$ cat src/rtl/mul_border_sched_if.sv
// Port bundle for the unary multiplier border-cell sequencer: operand request
// channel, result channel, abort/busy control and the datapath-facing signals.
// The master side is whatever surrounds the sequencer (requester, result
// consumer and the multiplier datapath); the slave side is the sequencer.
interface mul_border_sched_if #(
  parameter int WIDTH = 8,
  parameter int LEN_W = WIDTH + 1
);
  // Operand request channel
  logic                    in_valid;
  logic                    in_ready;
  logic [WIDTH-1:0]        in_data_i;
  logic [WIDTH-1:0]        in_data_w;
  logic [LEN_W-1:0]        cfg_len;
  logic                    abort;

  // Datapath control and product stream
  logic                    mul_rst_n;
  logic [WIDTH-1:0]        mul_data_i;
  logic [WIDTH-1:0]        mul_data_w;
  logic                    mul_o_bit;

  // Result channel
  logic                    out_valid;
  logic                    out_ready;
  logic [LEN_W-1:0]        out_ones;
  logic signed [LEN_W:0]   out_acc;

  logic                    busy;

  modport master (
    output in_valid, in_data_i, in_data_w, cfg_len, abort, mul_o_bit, out_ready,
    input  in_ready, mul_rst_n, mul_data_i, mul_data_w, out_valid, out_ones,
           out_acc, busy
  );

  modport slave (
    input  in_valid, in_data_i, in_data_w, cfg_len, abort, mul_o_bit, out_ready,
    output in_ready, mul_rst_n, mul_data_i, mul_data_w, out_valid, out_ones,
           out_acc, busy
  );
endinterface

$ cat src/rtl/mul_border_sched.sv
// Sequencer for one bipolar unary multiplier border cell. Latches an operand
// pair, clears the datapath Sobol generators for one cycle, runs the cell for
// the programmed bitstream length while counting product ones, then presents
// the ones count and the signed bipolar result (2*ones - len) to the consumer.
module mul_border_sched #(
  parameter int WIDTH = 8,
  parameter int LEN_W = WIDTH + 1
) (
  input  logic               clk,
  input  logic               rst,
  mul_border_sched_if.slave  bus
);

  // Full Sobol period; a zero or oversized length request maps onto this.
  localparam logic [LEN_W-1:0] FULL_LEN = LEN_W'(1) << WIDTH;

  typedef enum logic [1:0] {IDLE, CLR, RUN, DONE} state_t;

  state_t                state_q;
  logic [LEN_W-1:0]      len_q;
  logic [LEN_W-1:0]      cyc_q;
  logic [LEN_W-1:0]      ones_q;
  logic [LEN_W-1:0]      ones_nxt;
  logic                  last_sample;

  // Zero means a full period; anything longer than a period is clamped to it.
  function automatic logic [LEN_W-1:0] norm_len(input logic [LEN_W-1:0] len);
    if ((len == '0) || (len > FULL_LEN)) return FULL_LEN;
    return len;
  endfunction

  // Bipolar decode 2*ones - len. Computed modulo 2^(LEN_W+1); the true result
  // lies in [-2^WIDTH, +2^WIDTH], so the wrapped value is exact.
  function automatic logic signed [LEN_W:0] bipolar_acc(
    input logic [LEN_W-1:0] ones,
    input logic [LEN_W-1:0] len
  );
    logic [LEN_W:0] diff;
    diff = {ones, 1'b0} - {1'b0, len};
    return $signed(diff);
  endfunction

  assign ones_nxt    = ones_q + LEN_W'(bus.mul_o_bit);
  assign last_sample = (cyc_q == (len_q - LEN_W'(1)));

  assign bus.in_ready = (state_q == IDLE);
  assign bus.busy     = (state_q != IDLE);

  // Control FSM with registered datapath drive and result registers.
  always_ff @(posedge clk or posedge rst) begin
    if (rst) begin
      state_q        <= IDLE;
      bus.mul_rst_n  <= 1'b0;
      bus.mul_data_i <= '0;
      bus.mul_data_w <= '0;
      bus.out_valid  <= 1'b0;
      bus.out_ones   <= '0;
      bus.out_acc    <= '0;
      len_q          <= '0;
      cyc_q          <= '0;
      ones_q         <= '0;
    end else begin
      case (state_q)
        IDLE: begin
          bus.mul_rst_n <= 1'b0;
          // Accept wins over a coincident abort: abort is not looked at here.
          if (bus.in_valid) begin
            bus.mul_data_i <= bus.in_data_i;
            bus.mul_data_w <= bus.in_data_w;
            len_q          <= norm_len(bus.cfg_len);
            state_q        <= CLR;
          end
        end

        CLR: begin
          cyc_q  <= '0;
          ones_q <= '0;
          if (bus.abort) begin
            bus.mul_rst_n <= 1'b0;
            state_q       <= IDLE;
          end else begin
            // Release the Sobol clear so the first RUN cycle samples index 0.
            bus.mul_rst_n <= 1'b1;
            state_q       <= RUN;
          end
        end

        RUN: begin
          if (bus.abort) begin
            bus.mul_rst_n <= 1'b0;
            cyc_q         <= '0;
            ones_q        <= '0;
            state_q       <= IDLE;
          end else begin
            ones_q <= ones_nxt;
            cyc_q  <= cyc_q + LEN_W'(1);
            if (last_sample) begin
              // Freeze the datapath and publish the result from the same edge.
              bus.mul_rst_n <= 1'b0;
              bus.out_ones  <= ones_nxt;
              bus.out_acc   <= bipolar_acc(ones_nxt, len_q);
              bus.out_valid <= 1'b1;
              state_q       <= DONE;
            end
          end
        end

        DONE: begin
          bus.mul_rst_n <= 1'b0;
          if (bus.out_ready) begin
            bus.out_valid <= 1'b0;
            state_q       <= IDLE;
          end
        end

        default: begin
          bus.mul_rst_n <= 1'b0;
          bus.out_valid <= 1'b0;
          state_q       <= IDLE;
        end
      endcase
    end
  end

endmodule

$ cat src/flat_wrapper.sv
// flat-port wrapper written by rule: the top's interface ports become plain ports
module mul_border_sched_flat 
#(
  parameter int WIDTH = 8,
  parameter int LEN_W = WIDTH + 1
)
  (clk, rst, bus_in_valid, bus_in_data_i, bus_in_data_w, bus_cfg_len, bus_abort, bus_mul_o_bit, bus_out_ready, bus_in_ready, bus_mul_rst_n, bus_mul_data_i, bus_mul_data_w, bus_out_valid, bus_out_ones, bus_out_acc, bus_busy);
  mul_border_sched_if #(.WIDTH(WIDTH), .LEN_W(LEN_W)) bus_i ();
  input  logic clk;
  input  logic rst;
  input wire logic [$bits(bus_i.in_valid)-1:0] bus_in_valid;
  input wire logic [$bits(bus_i.in_data_i)-1:0] bus_in_data_i;
  input wire logic [$bits(bus_i.in_data_w)-1:0] bus_in_data_w;
  input wire logic [$bits(bus_i.cfg_len)-1:0] bus_cfg_len;
  input wire logic [$bits(bus_i.abort)-1:0] bus_abort;
  input wire logic [$bits(bus_i.mul_o_bit)-1:0] bus_mul_o_bit;
  input wire logic [$bits(bus_i.out_ready)-1:0] bus_out_ready;
  output wire logic [$bits(bus_i.in_ready)-1:0] bus_in_ready;
  output wire logic [$bits(bus_i.mul_rst_n)-1:0] bus_mul_rst_n;
  output wire logic [$bits(bus_i.mul_data_i)-1:0] bus_mul_data_i;
  output wire logic [$bits(bus_i.mul_data_w)-1:0] bus_mul_data_w;
  output wire logic [$bits(bus_i.out_valid)-1:0] bus_out_valid;
  output wire logic [$bits(bus_i.out_ones)-1:0] bus_out_ones;
  output wire logic [$bits(bus_i.out_acc)-1:0] bus_out_acc;
  output wire logic [$bits(bus_i.busy)-1:0] bus_busy;
  assign bus_i.in_valid = bus_in_valid;
  assign bus_i.in_data_i = bus_in_data_i;
  assign bus_i.in_data_w = bus_in_data_w;
  assign bus_i.cfg_len = bus_cfg_len;
  assign bus_i.abort = bus_abort;
  assign bus_i.mul_o_bit = bus_mul_o_bit;
  assign bus_i.out_ready = bus_out_ready;
  assign bus_in_ready = bus_i.in_ready;
  assign bus_mul_rst_n = bus_i.mul_rst_n;
  assign bus_mul_data_i = bus_i.mul_data_i;
  assign bus_mul_data_w = bus_i.mul_data_w;
  assign bus_out_valid = bus_i.out_valid;
  assign bus_out_ones = bus_i.out_ones;
  assign bus_out_acc = bus_i.out_acc;
  assign bus_busy = bus_i.busy;
  mul_border_sched #(.WIDTH(WIDTH), .LEN_W(LEN_W)) u_core (.clk(clk), .rst(rst), .bus(bus_i));
endmodule
$ cat config.mk
export PLATFORM = sky130hd
export DESIGN_NAME = mul_border_sched_flat
export DESIGN_NICKNAME = d
export VERILOG_FILES = /design/src/rtl/mul_border_sched_if.sv /design/src/rtl/mul_border_sched.sv /design/src/flat_wrapper.sv
export SDC_FILE = /design/constraint.sdc
export NUM_CORES = 1
export LEC_CHECK = 0
export CAP_MARGIN = 20
export CORE_AREA = 2 2 115 117
export CTS_BUF_LIST = sky130_fd_sc_hd__clkbuf_4 sky130_fd_sc_hd__clkbuf_8
export CTS_CLUSTER_SIZE = 24
export DETAILED_ROUTE_END_ITERATION = 8
export DIE_AREA = 0 0 117 119
export HOLD_SLACK_MARGIN = 0.06
export PLACE_DENSITY_LB_ADDON = 0.12
export SYNTH_ARGS = -nofsm -noshare
export SYNTH_HDL_FRONTEND = slang
export SYNTH_SLANG_ARGS = --single-unit
$ cat constraint.sdc
create_clock -name clk -period 7.88 [get_ports clk]
set_clock_uncertainty 0.05 [all_clocks]
set_input_delay 1.182 -clock clk [delete_from_list [all_inputs] [get_ports clk]]
set_output_delay 1.182 -clock clk [all_outputs]
set_load 0.005 [all_outputs]
==> out/metrics.yaml <==
yosys:
  synth_edf_count: 0
  netlist_instances: 358
  synth-compound-area-share_pct: 13.5
  ys_seq_area_share_pct: 45.7
  netlist.area_leader.share_pct: 45.7
  synthSimpleGateAreaFrac_pct: 14.7
  syn_avg_cell_area_sq_um: 10.1
  yosysTopAreaCell: "dfrtp_1"
  synth.area.top_cells: "dfrtp_1 (46%), mux2_1 (7.8%), ha_1 (5.9%), o21ai_0 (3.7%), xnor2_1 (3.6%)"
  yosys_warnings: 0
  synthAdderAreaFrac_pct: 6.44
  synth_seq_cells: 66
  synth_top_family_by_area: "simple AND/OR/NAND/NOR gates"
  async_flop_share_pct: 100
  synth_flop_cell: "dfrtp_1"
  ys_types: 51
  yosys.area_share.xor_xnor_pct: 5.58
  syn_area_sq_um: 3610
  syn_nets: 407
  synth.area.mux_share_pct: 9.32
place:
  dpl_cell_area_sq_um: 4490
  globalplace.congestion: 0.767
  io_buffer_count: 69
  post-dp-hpwl_um: 6050
  place_ws_ps: 3850
worst_setup_path:
  critPathLaunchType: "input port"
  arrival_ps: 3870
  worstPathMaxFanout: 3
  reg2reg_depth: 6
  r2r_end: "u_core.bus.out_ones[6]$_DFFE_PP0P_"
  end_kind: "flip-flop"
  rr_startpoint: "u_core.len_q[0]$_DFFE_PP0P_"
  r2r_slack_ps: 4550
  critPathKind: "in -> reg"
  cp.required_ps: 8060
run_status:
  status: "finished, final reports clean"
clocking:
  clk_latency_ps: 360
  root_buffer: "clkbuf_8"
  numCtsBuffers: 9
  ctsHoldBuffers: 0
  cts_tree: "built"
  cts_setup_buffers: 0
  h-tree-depth: 3
  cts_resized: 0
  clkTransAtPathRegs_ps: 70
  clock-sinks: 66
  clockBufferDepth: 2
timing:
  worst_pin_slew_ps: 874
  fmax_mhz: 271
  setup_tns_ps: 0
  period_needed_ps: 3690
  whs_ps: 425
  setup_slack_ps: 4190
  setup_violations: 0
  finalHoldViolCount: 0
  grt_setup_unrepaired: "false"
  slew_violations: 0
  slew_headroom_pct: 41.7
  timing.final.crit_share_pct: 46.8
grt:
  grt_max_degree: 67
  grt_pass1_vias: 2925
  gr-usage-all-layers_pct: 13.4
  gr-total-overflow: 0
  grt_first_pass_wirelength_um: 14300
  antenna_found_initial: 0
floorplan:
  row_count: 42
  start_util_pct: 28.0
  core_area_sq_um: 12900
  num_io_pins: 70
  dieWidth_um: 117
  die-area_sq_um: 13900
  die_h_um: 119
finish:
  final_nets: 478
  areaGrowthSynthToFinish_pct: 29.8
  layout-drive-gt1-share_pct: 6.70
  mostFrequentLayoutCells: "clkdlybuf4s50_1 (69), dfrtp_1 (66), inv_1 (31), nand2_1 (29), o21ai_0 (27)"
  num_antenna_cells: 0
  stdcell_area_sq_um: 4690
  final_common_cell: "clkdlybuf4s50_1"
hold_path:
  holdPathStages: 1
  min_to: "u_core.bus.out_acc[5]$_DFFE_PP0P_"
  hp-start: "u_core.bus.out_acc[5]$_DFFE_PP0P_"
  min_path_type: "reg -> reg"
drt:
  drtAntennaViolNets: 0
  vias: 2794
  routed_wl_um: 8550
  post_drt_wl_per_cell_um: 14.0
  initialDrtViolationCount: 114
  dr.pass1.iters: 4
  drc: 0
  viasPerCell: 4.59
run:
  maxCapViolCount: 0
power:
  power.leakage_nw: 2.07
  power_density_nw_per_um2: 282
  ir_worst_vdd_mv: 0.138
metal layers:
| layer | routed length (um) | global-route usage (%) |
|---|---|---|
| met4 | 174 | 5.59 |
| met1 | 4280 | 18.1 |
| met5 | 0 | 0 |
| met3 | 402 | 4.38 |
| met2 | 3680 | 19.5 |
power by group:
part           leakage [nW]  switching [mW]  internal, mW  total, mW
clock                 0.103           0.132         0.159      0.292
sequential            0.874          0.0670         0.411      0.478
combinational          1.09           0.267         0.285      0.552
worst max path at each step:
stage	cells past startpoint	to	slack (ps)	start
2_1_floorplan	11	u_core.bus.out_acc[9]$_DFFE_PP0P_	4490	bus_mul_o_bit
3_3_place_gp	12	u_core.bus.out_acc[9]$_DFFE_PP0P_	3910	bus_mul_o_bit
3_5_place_dp	10	u_core.bus.out_acc[7]$_DFFE_PP0P_	3850	bus_mul_o_bit
4_1_cts	12	u_core.bus.out_acc[9]$_DFFE_PP0P_	4250	bus_mul_o_bit
5_1_grt	10	u_core.bus.out_acc[7]$_DFFE_PP0P_	3970	bus_mul_o_bit
6_report	10	u_core.bus.out_acc[7]$_DFFE_PP0P_	4190	bus_mul_o_bit
registers in the layout (all words and copies together), names as in the netlist, 2 cells and up:
signal                 count
u_core.bus.out_acc        10
u_core.cyc_q               9
u_core.bus.mul_data_w      8
u_core.ones_q              9
u_core.len_q               9
u_core.state_q             2
u_core.bus.out_ones        9
u_core.bus.mul_data_i      8
per-stage QoR:
| step | total power [mW] | std cells | util (%) |
|---|---|---|---|
| global placement | 1.03 | 594 | 34.9 |
| finish | 1.32 | 609 | 36.4 |
| CTS | 1.34 | 609 | 36.4 |
| detailed placement | 1.04 | 594 | 34.9 |
| global route | 1.43 | 609 | 36.4 |
| floorplan | 0.822 | 358 | - |
cell usage after synthesis (4+ instances only):
| cell type | count |
|---|---|
| o21ai_1 | 6 |
| xnor2_1 | 15 |
| ha_1 | 17 |
| a21oi_1 | 12 |
| nor4_1 | 5 |
| and3_1 | 5 |
| nand3_1 | 17 |
| nand2b_1 | 8 |
| nor2_1 | 14 |
| dfrtp_1 | 66 |
| buf_2 | 4 |
| xor2_1 | 8 |
| nor2b_1 | 5 |
| nand2_1 | 29 |
| mux2_2 | 4 |
| inv_1 | 32 |
| mux2_1 | 25 |
| clkbuf_1 | 8 |
| a22o_1 | 4 |
| a21o_1 | 5 |
| o21ai_0 | 27 |
worst max-delay path, cell delays in order:
cell and delay (ps):
clkdlybuf4s50_1 410, ha_1 230, ha_1 230, xor2_1 270, ha_1 310, a21boi_1 170, o31ai_1 360, a21boi_0 190
o311ai_0 420, o2bb2ai_1 100
cell families after synthesis:
logic type      count (synthesis)
simple gates                  100
compound gates                 77
flops                          66
buf+inv                        44
mux                            30
xor+xnor                       23
fa+ha+maj                      18
layout make-up:
type                    count  area [sq um]
fillers                  1326          8190
well taps                 176           220
repair buffers             72           713
inverters                  32           120
clock buffers              12           153
flip-flops and latches     66          1650
multi-input cells         248          1790
clock inverters             3          40.0
(Power assumes the default switching activity.)
